==> config.mk <==
export PLATFORM = sky130hd
export DESIGN_NAME = pc_ram_burst_ctrl
export DESIGN_NICKNAME = d
export VERILOG_FILES = /design/src/rtl/pc_ram_pkg.sv /design/src/rtl/sp_ram.sv /design/src/rtl/pc_ram_burst_ctrl.sv
export SDC_FILE = /design/constraint.sdc
export NUM_CORES = 2
export LEC_CHECK = 0
export CAP_MARGIN = 20
export CORE_MARGIN = 2
export CORE_UTILIZATION = 44
export CTS_CLUSTER_DIAMETER = 100
export DETAILED_ROUTE_END_ITERATION = 8
export PLACE_DENSITY_LB_ADDON = 0.3
export SETUP_SLACK_MARGIN = 0.1
export SLEW_MARGIN = 20
export SYNTH_ARGS = -nofsm -noshare
export SYNTH_HDL_FRONTEND = slang
export SYNTH_HIERARCHICAL = 1
export SYNTH_SLANG_ARGS = --single-unit
export TNS_END_PERCENT = 100
==> constraint.sdc <==
create_clock -name clk -period 23.3 [get_ports clk]
set_clock_uncertainty 0.1 [all_clocks]
set_input_delay 4.66 -clock clk [delete_from_list [all_inputs] [get_ports clk]]
set_output_delay 4.66 -clock clk [all_outputs]
set_load 0.005 [all_outputs]
==> src/rtl/pc_ram_pkg.sv <==
// Shared types and constants for the PC/RAM burst controller and its bench.
package pc_ram_pkg;

    typedef enum logic [1:0] {
        IDLE   = 2'd0,
        FILL   = 2'd1,
        VERIFY = 2'd2,
        DRAIN  = 2'd3
    } burst_state_t;

    localparam logic MODE_FILL   = 1'b0;
    localparam logic MODE_VERIFY = 1'b1;

endpackage

==> src/rtl/sp_ram.sv <==
// Single-port synchronous RAM, one-cycle read latency, old data on read-during-write.
module sp_ram #(
    parameter int AW = 8,
    parameter int DW = 8
) (
    input  logic          clk_i,
    input  logic          rst_ni,
    input  logic          we_i,
    input  logic [AW-1:0] addr_i,
    input  logic [DW-1:0] wdata_i,
    output logic [DW-1:0] rdata_o
);

    logic [DW-1:0] mem_q [2**AW];

    always_ff @(posedge clk_i) begin
        if (we_i) begin
            mem_q[addr_i] <= wdata_i;
        end
    end

    // Only the read register is reset; the array keeps its contents across reset.
    always_ff @(posedge clk_i or negedge rst_ni) begin
        if (!rst_ni) begin
            rdata_o <= '0;
        end else begin
            rdata_o <= mem_q[addr_i];
        end
    end

endmodule

==> src/rtl/pc_ram_burst_ctrl.sv <==
// Address counter + RAM controller: manual step/load/inc/write plus burst FILL and VERIFY.
module pc_ram_burst_ctrl
    import pc_ram_pkg::*;
#(
    parameter int AW    = 8,
    parameter int DW    = 8,
    parameter int CNT_W = 8
) (
    input  logic             clk,
    input  logic             reset_n,
    input  logic             step,
    input  logic             load,
    input  logic             inc,
    input  logic             wren,
    input  logic [DW-1:0]    din,
    input  logic             cmd_start,
    input  logic             cmd_mode,
    input  logic [AW-1:0]    burst_len,
    input  logic             cmd_abort,
    output logic [AW-1:0]    addr,
    output logic [DW-1:0]    q,
    output logic             busy,
    output logic             done,
    output logic [CNT_W-1:0] err_cnt,
    output burst_state_t     dbg_state
);

    localparam logic [AW-1:0]    ADDR_ONE = AW'(1);
    localparam logic [DW-1:0]    DATA_ONE = DW'(1);
    localparam logic [CNT_W-1:0] CNT_ONE  = CNT_W'(1);
    localparam logic [AW:0]      REM_ONE  = {{AW{1'b0}}, 1'b1};
    localparam logic [AW:0]      REM_FULL = {1'b1, {AW{1'b0}}};

    burst_state_t     state_q, state_d;
    logic [AW-1:0]    addr_q, addr_d;
    logic [DW-1:0]    pat_q, pat_d;      // seed + idx of the word handled this cycle
    logic [AW:0]      rem_q, rem_d;      // words still to write / read, including this one
    logic [DW-1:0]    exp_q, exp_d;      // expected data travelling alongside the RAM read
    logic             cmp_vld_q, cmp_vld_d;
    logic [CNT_W-1:0] err_q, err_d;
    logic             done_q, done_d;

    logic             ram_we;
    logic [DW-1:0]    ram_wdata;
    logic             mismatch;
    logic [CNT_W-1:0] err_inc;

    sp_ram #(.AW(AW), .DW(DW)) u_ram (
        .clk_i  (clk),
        .rst_ni (reset_n),
        .we_i   (ram_we),
        .addr_i (addr_q),
        .wdata_i(ram_wdata),
        .rdata_o(q)
    );

    assign mismatch = cmp_vld_q && (q != exp_q);
    assign err_inc  = (err_q == '1) ? err_q : err_q + CNT_ONE;

    always_comb begin
        state_d   = state_q;
        addr_d    = addr_q;
        pat_d     = pat_q;
        rem_d     = rem_q;
        exp_d     = exp_q;
        cmp_vld_d = 1'b0;
        err_d     = err_q;
        done_d    = 1'b0;
        ram_we    = 1'b0;
        ram_wdata = din;
        case (state_q)
            IDLE: begin
                if (cmd_start) begin
                    pat_d = din;
                    rem_d = (burst_len == '0) ? REM_FULL : {1'b0, burst_len};
                    if (cmd_mode == MODE_VERIFY) begin
                        err_d   = '0;
                        state_d = VERIFY;
                    end else begin
                        state_d = FILL;
                    end
                end else if (step) begin
                    ram_we = wren;
                    if (load) begin
                        addr_d = din[AW-1:0];
                    end else if (inc) begin
                        addr_d = addr_q + ADDR_ONE;
                    end
                end
            end
            FILL: begin
                if (cmd_abort) begin
                    state_d = IDLE;
                    done_d  = 1'b1;
                end else begin
                    ram_we    = 1'b1;
                    ram_wdata = pat_q;
                    addr_d    = addr_q + ADDR_ONE;
                    pat_d     = pat_q + DATA_ONE;
                    rem_d     = rem_q - REM_ONE;
                    if (rem_q == REM_ONE) begin
                        state_d = IDLE;
                        done_d  = 1'b1;
                    end
                end
            end
            VERIFY: begin
                if (cmd_abort) begin
                    state_d = IDLE;
                    done_d  = 1'b1;
                end else begin
                    if (mismatch) begin
                        err_d = err_inc;
                    end
                    exp_d     = pat_q;
                    cmp_vld_d = 1'b1;
                    addr_d    = addr_q + ADDR_ONE;
                    pat_d     = pat_q + DATA_ONE;
                    rem_d     = rem_q - REM_ONE;
                    if (rem_q == REM_ONE) begin
                        state_d = DRAIN;
                    end
                end
            end
            DRAIN: begin
                // The last read's data arrives here; compare it and finish.
                if (!cmd_abort && mismatch) begin
                    err_d = err_inc;
                end
                state_d = IDLE;
                done_d  = 1'b1;
            end
            default: begin
                state_d = IDLE;
            end
        endcase
    end

    always_ff @(posedge clk or negedge reset_n) begin
        if (!reset_n) begin
            state_q   <= IDLE;
            addr_q    <= '0;
            pat_q     <= '0;
            rem_q     <= '0;
            exp_q     <= '0;
            cmp_vld_q <= 1'b0;
            err_q     <= '0;
            done_q    <= 1'b0;
        end else begin
            state_q   <= state_d;
            addr_q    <= addr_d;
            pat_q     <= pat_d;
            rem_q     <= rem_d;
            exp_q     <= exp_d;
            cmp_vld_q <= cmp_vld_d;
            err_q     <= err_d;
            done_q    <= done_d;
        end
    end

    assign addr      = addr_q;
    assign busy      = (state_q != IDLE);
    assign done      = done_q;
    assign err_cnt   = err_q;
    assign dbg_state = state_q;

endmodule

==> impl_metrics.py <==
metrics = {
    "power": {
        "switching_share_pct": 30.68,
        "power_density_nw_per_um2": 118.1,
        "pwr-share-comb_pct": 27.3,
        "power.total_mw": 10.80,
        "p_leak_nw": 27.70,
        "pwr-share-seq_pct": 41.6,
        "p_clk_share_pct": 31.0,
        "p_switching_mw": 3.314,
        "intPower_mw": 7.490,
        "ir_worst_vdd_uv": 110.2,
    },
    "clocking": {
        "cts_hold_buffers": 0,
        "cts_root_buf": "clkbuf_16",
        "htreeDepth": 4,
        "clockBufferDepth": 3,
        "numCtsBuffers": 199,
        "path_clk_slew_ps": 60,
        "cts_tree": "built",
        "cts.sink_count": 2101,
        "ctsResizeCount": 0,
        "cts_setup_buffers": 0,
        "clock_latency_ps": 830,
    },
    "worst_setup_path": {
        "worst-path-max-fanout": 13,
        "cp-end-kind": "flip-flop",
        "start_kind": "input pin",
        "arrival_ps": 8770,
        "cp.required_ps": 23650,
        "path_class": "input pin to flip-flop",
    },
    "final_layout": {
        "final_common_cell": "edfxtp_1",
        "final_cells": 6566,
        "final_cell_mix": "edfxtp_1 (2048), mux4_2 (512), a22oi_1 (256)",
        "layout.nets": 3967,
        "final_layout_size_suffix_gt1_share_pct": 23.24,
        "area_growth_pct": 12.62,
        "stdcell_area_um2": 91510,
    },
    "synthesis": {
        "synthCells": 3853,
        "synth_nets": 3887,
        "yosysWarnings": 6,
        "yosysUniqueCellTypes": 50,
        "ys.flop_type": "edfxtp_1",
        "synth-seq-cells": 2101,
        "netlist_area_um2": 81260,
        "synth_seq_area_share_pct": 77.31,
        "postSynthAreaPerCell_um2": 21.09,
        "synth_edf_count": 2048,
        "async_flop_share_pct": 2.523,
    },
    "placement": {
        "hpwl_um": 114900,
        "port_buffers": 52,
        "dpl_cell_area_um2": 84590,
        "dpl.cell_count": 6195,
        "dp_slack_ps": 14050,
        "routabilityCongestion": 0.8429,
    },
    "route": {
        "drc": 0,
        "wl_per_cell_um": 30.34,
        "viasPerCell": 6.105,
        "drtIter0Drc": 5025,
        "final_antenna_net_count": 0,
        "routed_wl_um": 199200,
        "vias": 40090,
        "detail_route.first_pass.iterations": 5,
    },
    "timing": {
        "fin_crit_ps": 8416,
        "finalCritPeriodShare_pct": 36.12,
        "rsz0062_at_grt": "false",
        "maxSlewViolCount": 0,
        "tightest_slew_ps": 1135,
        "layout_setup_ws_ps": 14880,
        "finalSetupTns_ps": 0,
        "fmax_mhz": 118.8,
        "relSlewSlack_pct": 23.74,
        "setup_viol": 0,
        "hold_viol": 0,
    },
    "worst_hold_path": {
        "hold_path_class": "flip-flop to flip-flop",
    },
    "grt": {
        "antenna_found_initial": 4,
        "grt_pass1_wl_um": 288200,
        "grt_max_degree": 160,
        "grt_pass1_vias": 39660,
        "grt_remaining_overflow": 0,
        "grt_usage_pct": 21.25,
    },
    "floorplan": {
        "core_um2": 183300,
        "initial_core_util_pct": 44.34,
        "die_y_um": 433.7,
        "dieArea_um2": 188100,
        "die_w_um": 433.7,
        "rows": 157,
        "io_pins": 53,
    },
    "job": {
        "cap_violations": 0,
    },
    "run_status": {
        "status": "finished, final reports clean",
    },
}
## critical path, stage by stage
cell and delay [ps]:
clkdlybuf4s50_1 560, nand2b_1 600, o21ai_1 390, buf_4 330, inv_1 100, nor2_1 250, nand2_1 650, buf_4 490
nor2_1 700
## cells in the mapped netlist (all sizes together), types with 6 or more instances
cell type,number,share of area (%)
inv,11,0.051
nor3,36,0.22
o21ai,21,0.13
mux4,512,14
o41ai,32,0.34
xnor2,8,0.086
and3,9,0.069
o22ai,12,0.092
nor2,249,1.2
nor2b,9,0.069
clkbuf,141,0.65
nand4,12,0.092
buf,105,0.72
nand2b,12,0.092
a22oi,256,2.4
a21oi,153,0.94
dfrtp,53,1.6
edfxtp,2048,76
mux2,16,0.22
nand3,33,0.21
nand2,62,0.29
mux2i,6,0.074
ha,9,0.14
## through the flow
step                      utilization (%)  hold slack, ps
after global placement              46.16           393.7
after detailed placement            46.16           401.3
after global routing                49.93           445.7
after CTS                           49.88           413.6
final                               49.93           410.7
after floorplan                         -           370.4
## state kept, by name, indices dropped and copies added, names as in the netlist
register / flops
u_ram/mem_q: 2048
rem_q: 9
addr: 8
err_cnt: 8
exp_q: 8
pat_q: 8
u_ram/rdata_o: 8
dbg_state: 2
cmp_vld_q: 1
done: 1
## final timing paths
path                                                end                  from  cells past startpoint  slack (ps)
setup / recovery           u_ram/mem_q[74][2]$_DFFE_PP_             cmd_abort                      9       14880
hold / removal                     exp_q[0]$_DFFE_PN0P_  exp_q[0]$_DFFE_PN0P_                      2         410
setup reg to reg             u_ram/rdata_o[3]$_DFF_PN0_   addr[0]$_DFFE_PN0P_                      9       16440
hold reg to reg                    exp_q[0]$_DFFE_PN0P_  exp_q[0]$_DFFE_PN0P_                      2         410
max in group asynchronous           addr[1]$_DFFE_PN0P_               reset_n                      2       18680
min in group asynchronous                done$_DFF_PN0_               reset_n                      2        3870
## logic make-up after synthesis
family	synth area share, %
buf+inv	1.421
xor+xnor	0.08623
fa+ha+maj	0.1386
compound gates	4.114
simple gates	2.440
flops	77.31
mux	14.49
## power by group through the flow
stage / Sequential [mW] / Clock, mW / Combinational (mW)
detailed placement: 4.58 / 0 / 2.94
finish: 4.50 / 3.35 / 2.95
global route: 4.51 / 3.55 / 3.11
global placement: 4.58 / 0 / 2.93
floorplan: 4.57 / 0 / 1.97
CTS: 4.50 / 3.41 / 2.95
## per-layer routing
metal  GRT usage, %  part of all wire [%]  vias to the layer above
met5              0                0.0055                        -
met4          7.266                   3.2                        2
met3          4.190                   9.0                      309
met2          32.64                    47                     2139
met1          30.61                    41                    21270
li1               -                     -                    16370
## layout make-up
| cell class | count | area, um^2 |
|---|---|---|
| Inverter | 11 | 41.29 |
| Clock inverter | 144 | 1698 |
| Timing Repair Buffer | 125 | 1152 |
| Multi-Input combinational cell | 1495 | 17580 |
| Clock buffer | 225 | 5120 |
| Fill cell | 14420 | 91770 |
| Antenna cell | 1 | 2.502 |
| Tap cell | 2464 | 3083 |
| Sequential cell | 2101 | 62830 |
(Power assumes the default switching activity.)
